==> src/rtl/road_fighter_pkg.sv <==
// Shared road-fighter types: the five-word car state vector, its field
// indices, screen limits and the crash monitor state encoding.
package road_fighter_pkg;

  localparam int unsigned COORD_W  = 11;
  localparam int unsigned SUM_W    = 12;
  localparam int unsigned IMG_ID   = 0;
  localparam int unsigned X        = 1;
  localparam int unsigned Y        = 2;
  localparam int unsigned W        = 3;
  localparam int unsigned H        = 4;
  localparam int unsigned SCREEN_H = 480;

  typedef logic [0:4][0:COORD_W-1] car_state_t;

  typedef enum logic [1:0] {
    RUN,
    CHECK,
    CRASH,
    RECOVER
  } crash_state_t;

endpackage

==> src/rtl/box_overlap.sv <==
// Combinational axis-aligned bounding-box overlap test between two cars.
// Sums are one bit wider than the coordinates so x+w never wraps.
module box_overlap
  import road_fighter_pkg::*;
(
  input  car_state_t a,
  input  car_state_t b,
  output logic       overlap
);

  logic [SUM_W-1:0] ax, ay, aw, ah;
  logic [SUM_W-1:0] bx, by, bw, bh;
  logic             unused_img;

  always_comb begin
    ax = SUM_W'(a[X]);
    ay = SUM_W'(a[Y]);
    aw = SUM_W'(a[W]);
    ah = SUM_W'(a[H]);
    bx = SUM_W'(b[X]);
    by = SUM_W'(b[Y]);
    bw = SUM_W'(b[W]);
    bh = SUM_W'(b[H]);
    // strict compares: shared edges do not count as a collision
    overlap = (ax < bx + bw) && (bx < ax + aw) &&
              (ay < by + bh) && (by < ay + ah);
  end

  // image ids play no part in geometry
  assign unused_img = ^{a[IMG_ID], b[IMG_ID]};

endmodule

==> src/rtl/car_crash_monitor.sv <==
// Per-frame collision sweep of the player against the AI cars, followed by a
// frame-counted crash and invulnerability sequence on the first hit.
module car_crash_monitor
  import road_fighter_pkg::*;
#(
  parameter int unsigned NUM_CARS     = 4,
  parameter int unsigned CRASH_FRAMES = 60,
  parameter int unsigned GRACE_FRAMES = 90
) (
  input  logic                             clk,
  input  logic                             resetN,
  input  logic                             frame_start,
  input  logic [0:4][0:10]                 player_state,
  input  logic [0:NUM_CARS-1][0:4][0:10]   ai_car_states,
  output logic                             crash_active,
  output logic                             invulnerable,
  output logic [2:0]                       hit_car_idx,
  output logic [7:0]                       crash_count,
  output logic                             check_done
);

  localparam int unsigned MAX_FRAMES = (CRASH_FRAMES > GRACE_FRAMES) ? CRASH_FRAMES : GRACE_FRAMES;
  localparam int unsigned CNT_W      = (MAX_FRAMES > 1) ? $clog2(MAX_FRAMES) : 1;
  localparam logic [2:0]  LAST_IDX   = 3'(NUM_CARS - 1);

  crash_state_t                state_q, state_d;
  logic [2:0]                  idx_q, idx_d;
  logic [CNT_W-1:0]            cnt_q, cnt_d;
  car_state_t                  snap_player_q, snap_player_d;
  car_state_t [0:NUM_CARS-1]   snap_cars_q, snap_cars_d;
  logic                        crash_active_q, crash_active_d;
  logic                        invulnerable_q, invulnerable_d;
  logic [2:0]                  hit_car_idx_q, hit_car_idx_d;
  logic [7:0]                  crash_count_q, crash_count_d;
  logic                        check_done_q, check_done_d;

  car_state_t                  cur_car;
  logic                        overlap;
  logic                        skip;

  always_comb begin
    cur_car = '0;
    for (int unsigned i = 0; i < NUM_CARS; i++) begin
      if (idx_q == 3'(i)) cur_car = snap_cars_q[i];
    end
    skip = (cur_car[IMG_ID] == '0) || (cur_car[Y] >= COORD_W'(SCREEN_H));
  end

  box_overlap u_box_overlap (
    .a       (snap_player_q),
    .b       (cur_car),
    .overlap (overlap)
  );

  always_comb begin
    state_d        = state_q;
    idx_d          = idx_q;
    cnt_d          = cnt_q;
    snap_player_d  = snap_player_q;
    snap_cars_d    = snap_cars_q;
    hit_car_idx_d  = hit_car_idx_q;
    crash_count_d  = crash_count_q;
    check_done_d   = 1'b0;

    case (state_q)
      RUN: begin
        if (frame_start) begin
          snap_player_d = player_state;
          snap_cars_d   = ai_car_states;
          idx_d         = '0;
          state_d       = CHECK;
        end
      end
      CHECK: begin
        if (!skip && overlap) begin
          hit_car_idx_d = idx_q;
          if (crash_count_q != 8'hFF) crash_count_d = crash_count_q + 8'd1;
          cnt_d        = CNT_W'(CRASH_FRAMES - 1);
          check_done_d = 1'b1;
          state_d      = CRASH;
        end else if (idx_q == LAST_IDX) begin
          check_done_d = 1'b1;
          state_d      = RUN;
        end else begin
          idx_d = idx_q + 3'd1;
        end
      end
      CRASH: begin
        if (frame_start) begin
          if (cnt_q == '0) begin
            cnt_d   = CNT_W'(GRACE_FRAMES - 1);
            state_d = RECOVER;
          end else begin
            cnt_d = cnt_q - CNT_W'(1);
          end
        end
      end
      RECOVER: begin
        if (frame_start) begin
          if (cnt_q == '0) state_d = RUN;
          else             cnt_d   = cnt_q - CNT_W'(1);
        end
      end
      default: state_d = RUN;
    endcase

    // status flags follow the state being entered so they stay registered
    crash_active_d = (state_d == CRASH);
    invulnerable_d = (state_d == RECOVER);
  end

  always_ff @(posedge clk) begin
    if (!resetN) begin
      state_q        <= RUN;
      idx_q          <= '0;
      cnt_q          <= '0;
      snap_player_q  <= '0;
      snap_cars_q    <= '0;
      crash_active_q <= 1'b0;
      invulnerable_q <= 1'b0;
      hit_car_idx_q  <= '0;
      crash_count_q  <= '0;
      check_done_q   <= 1'b0;
    end else begin
      state_q        <= state_d;
      idx_q          <= idx_d;
      cnt_q          <= cnt_d;
      snap_player_q  <= snap_player_d;
      snap_cars_q    <= snap_cars_d;
      crash_active_q <= crash_active_d;
      invulnerable_q <= invulnerable_d;
      hit_car_idx_q  <= hit_car_idx_d;
      crash_count_q  <= crash_count_d;
      check_done_q   <= check_done_d;
    end
  end

  assign crash_active = crash_active_q;
  assign invulnerable = invulnerable_q;
  assign hit_car_idx  = hit_car_idx_q;
  assign crash_count  = crash_count_q;
  assign check_done   = check_done_q;

endmodule
==> config.mk <==
export PLATFORM = sky130hd
export DESIGN_NAME = car_crash_monitor
export DESIGN_NICKNAME = d
export VERILOG_FILES = /design/src/rtl/road_fighter_pkg.sv /design/src/rtl/box_overlap.sv /design/src/rtl/car_crash_monitor.sv
export SDC_FILE = /design/constraint.sdc
export NUM_CORES = 1
export LEC_CHECK = 0
export ABC_AREA = 1
export CORE_UTILIZATION = 40
export CTS_BUF_LIST = sky130_fd_sc_hd__clkbuf_4
export CTS_CLUSTER_DIAMETER = 120
export CTS_CLUSTER_SIZE = 8
export DETAILED_ROUTE_END_ITERATION = 16
export GPL_TIMING_DRIVEN = 0
export HOLD_SLACK_MARGIN = 0.02
export PLACE_DENSITY = 0.65
export SLEW_MARGIN = 20
export SYNTH_ARGS = -nofsm -noshare
export SYNTH_HDL_FRONTEND = slang
export SYNTH_HIERARCHICAL = 1
export SYNTH_SLANG_ARGS = --single-unit
export TNS_END_PERCENT = 50
==> constraint.sdc <==
create_clock -name clk -period 5.8 [get_ports clk]
set_input_delay 0.58 -clock clk [delete_from_list [all_inputs] [get_ports clk]]
set_output_delay 0.58 -clock clk [all_outputs]
set_load 0.01 [all_outputs]
[Word level (Yosys, flattened, before mapping)]
Index checks and enable logic that the tools add are counted.
Storage, ports and cells
  flip-flop bits (word level): 290
  output and inout port bits: 14
  word-level logic and storage cells: 102
Operators by class
  eq/ne operators: 16
  $lt $le $gt $ge: 5
  $add $sub $neg: 7
  multiplexer cells: 24
  reduce and logical (&&, ||, !) cells: 18
Operators by type and width (number)
  $mux 55: 4
  $add 11x11->12: 4
  $lt 11x12->1: 4
  $mux 7: 5
  $pmux 7 s3: 1
  $mux 2: 7
  $ne 2x2->1 const B: 7
  $ge 11x9->1 const B: 1
  $logic_not 11->1: 1
  $mux 3: 3
  $add 8x1->8 const B: 1
  $eq 2x2->1 const B: 4
  $ne 8x8->1 const B: 1
  $pmux 2 s4: 1
  $logic_not 7->1: 1
  $sub 7x1->7 const B: 1
  $eq 3x2->1 const B: 2
  $pmux 3 s2: 1
  $reduce_and 2->1: 3
  $reduce_and 5->1: 1
  $logic_and 1x1->1: 4
  $reduce_and 4->1: 1
  $add 3x1->3 const B: 1
  $eq 3x1->1 const B: 1
  other kinds (9): 10

[Logic depth before layout (Yosys ltp)]
  depth after elaboration: 14
  mapped depth: 36
  mapped depth without buffers: 32

[Cells and area by module]
Netlist, hierarchy kept.
By module, submodules not included
  car_crash_monitor: times used 1, cells an instance 1826, area an instance 12653.4 µm²
  box_overlap: times used 1, cells an instance 442, area an instance 2922.8 µm²

[Least setup slack after synthesis]
No wires, ideal clock.
  path kind: register to register
  start: register idx_q[1]
  end: register cnt_q[3]
  path slack: 1.044 ns
  period minus slack after synthesis: 4.756 ns
  arrival time: 4.641 ns
  stages on the path, launching flop included: 34
  path buffers: 4
  cell sequence: dfxtp_1 > inv_1 > ha_1 > inv_1 > clkbuf_1 > clkbuf_1 > clkbuf_1 > nand3_1 > nand3_1 > o21ai_0 > o21ai_0 > ha_1 > inv_1 > fa_1 > o31ai_1 > xnor2_1 > ha_1 > a21oi_1 > nor2_1 > nor3_1 > nand2_1 > nand2_1 > nor2_1 > nor2_2 > nand3_1 > nor2_1 > nand3_2 > nor2_4 > nand3_4 > nand2_2 > buf_4 > nand3_1 > nand2_1 > nor2_1
RTL lines
  start: declaration: line car_crash_monitor.sv:27  | logic [2:0] idx_q, idx_d;
  start signal: assignment: line car_crash_monitor.sv:126  | idx_q <= idx_d;
  end signal: assignment: line car_crash_monitor.sv:127  | cnt_q <= cnt_d;
  end: declaration: line car_crash_monitor.sv:28  | logic [CNT_W-1:0] cnt_q, cnt_d;

==> metrics.csv <==
metric;value;unit
DR WL/cell;17.92;um
H-tree lvl count;2;
dpl ws;-0.7949;ns
Placer Congestion;0.9051;
register area;0.005806;mm^2
average size of a mapped cell;6.853;um^2
Worst-path clk slew;0.11;ns
Peak supply drop;140.8;uV
Overflow after GRT;0;
NumNets Final;2920;
DR DRC count;0;
clock tree buffer depth;3;
final setup vio count;0;
Ys Warns;6;
clk sinks;290;
CTS tree;yes;
Leakage;8.190;nW
worst-margin pin slew;0.8274;ns
Chip Width;196.9;um
row cnt;71;
CP Capture Type;flop;
Layout Skew;0.06318;ns
Fin. Hold Viols;0;
Inserted Clock Buffers;42;
Max Cap Viol;0;
max frequency;184.0;MHz
Req. time, crit path;6.41;ns
final worst setup slack;0.3640;ns
io pins;292;
crit start category;flop;
largest net degree at the start of global routing;20;
CP arrival;6.05;ns
Synthesized Nets;2591;
HPWL after detailed placement;44020;um
root buffer cell;clkbuf_4;
first-pass GRT wire length;83330;um
Vias/cell;5.122;
initial antenna violation count;2;
Vias;15680;
post-route ant nets;0;
worst skew pair latency;0.77;ns
Fill cells;3765;
layout cells sized above 1;0.05651;
PD cells;475.6;mW/mm^2
slowest stage cell, crit path;dfxtp_1;
Port Buffer Count;279;
Layout area overhead;26.34;%
Hold Path Class;in2reg;
Max Transition Viols Final;0;
Initial Utilization;0.4052;
Tmin final;5.436;ns
outcome;completed;
crit-path max FO;10;
post-layout util;0.5120;
period utilization;0.9372;
floorplan core area;0.03749;mm^2
initial DRC count;1239;
Routed WL;54840;um
Die H;196.9;um
max_slew headroom;0.4484;
Cells after Synth;2217;
vias in the first global route;14930;
max incr delay on CP;0.37;ns
crit path kind;reg2reg;
DIE AREA;0.03876;mm^2
Netlist Area Pre-Place;0.01519;mm^2
area of the multi-input gates;0.008548;mm^2
GR Util All Layers;0.2822;
CTS Hold Bufs;0;
most frequent CP cell;nand3_1;
Pre-antenna DRT Iters;6;
==> report_power, final <==
group          internal, mW  leakage (nW)  switching (mW)
combinational          1.86          5.58            3.30
sequential             2.53          2.40           0.333
clock                 0.347         0.207           0.747
==> critical path, delay by kind of cell, from the launching register on <==
family                   cells  cell delay, ns
AND/OR/NAND/NOR             19            2.08
buffers and inverters        6            0.99
XOR/XNOR                     1            0.20
flip-flops                   1            0.37
AO/OA/AOI/OAI                5            0.94
adder cells (fa/ha/maj)      3            0.70
==> final cells by class <==
class	instances	share of cell area
antenna	2	0.0002608
buffer	132	0.02973
clock buffer	43	0.01682
clock inverter	3	0.001304
inverter	113	0.02210
multi-input combinational	1680	0.4454
sequential	290	0.3025
tap	511	0.03331
timing repair buffer	287	0.1486
==> metal layers <==
| metal | routed length (um) | vias to the layer above | track usage |
|---|---|---|---|
| li1 | - | 7892 | - |
| met1 | 24230 | 7090 | 0.3739 |
| met2 | 24480 | 580 | 0.4547 |
| met3 | 3943 | 116 | 0.04723 |
| met4 | 2192 | 0 | 0.1154 |
| met5 | 0 | - | 0 |
==> cells in the final DEF, fill, tap and decap left out, drive strengths merged, types with 6 or more instances in the layout <==
cell and instances:
a21boi 6, nand4 7, dfxtp 290, a31oi 6, nand2 293, clkdlybuf4s50 279
nand3 156, a21oi 79, nor3 14, buf 23, xor2 30, nor2 592
inv 114, xnor2 18, o21ai 366, clkbuf 160, ha 92
==> registers in the layout, indices dropped and copies added, names as in the netlist <==
register       cells
check_done         1
state_q            2
hit_car_idx        3
idx_q              3
crash_active       1
snap_cars_q      220
crash_count        8
cnt_q              7
invulnerable       1
snap_player_q     44
==> final timing paths <==
path / startpoint / to / slack [ns] / cells past startpoint
worst min-delay path: ai_car_states[72] / snap_cars_q[72] / 0.43 / 3
worst max-delay path: idx_q[0] / cnt_q[3] / 0.36 / 34
worst max register to register: idx_q[0] / cnt_q[3] / 0.36 / 34
worst min register to register: snap_cars_q[54] / snap_cars_q[54] / 0.46 / 2
==> metrics by stage <==
| stage | setup TNS, ns | area [um^2] | total power, mW | std cells | hold WS [ns] |
|---|---|---|---|---|---|
| 2_1_floorplan | 0 | 15190 | 6.207 | 2217 | 0.4246 |
| 3_3_place_gp | -16.78 | 18620 | 7.694 | 3007 | 0.4458 |
| 3_5_place_dp | -16.83 | 18620 | 7.819 | 3007 | 0.4489 |
| 4_1_cts | 0 | 19010 | 8.946 | 3052 | 0.3970 |
| 5_1_grt | -0.2970 | 19190 | 9.908 | 3060 | 0.4428 |
| 6_report | 0 | 19190 | 9.128 | 3061 | 0.4294 |
==> what timing repair did <==
action                                  CTS  global route
gates resized for setup                  26            65
setup buffers                             1             7
pin swaps                                 1             9
endpoints found under the setup margin   25            25
hold endpoints to repair                  0             0
No activity file was read; power rests on OpenSTA's default activity.
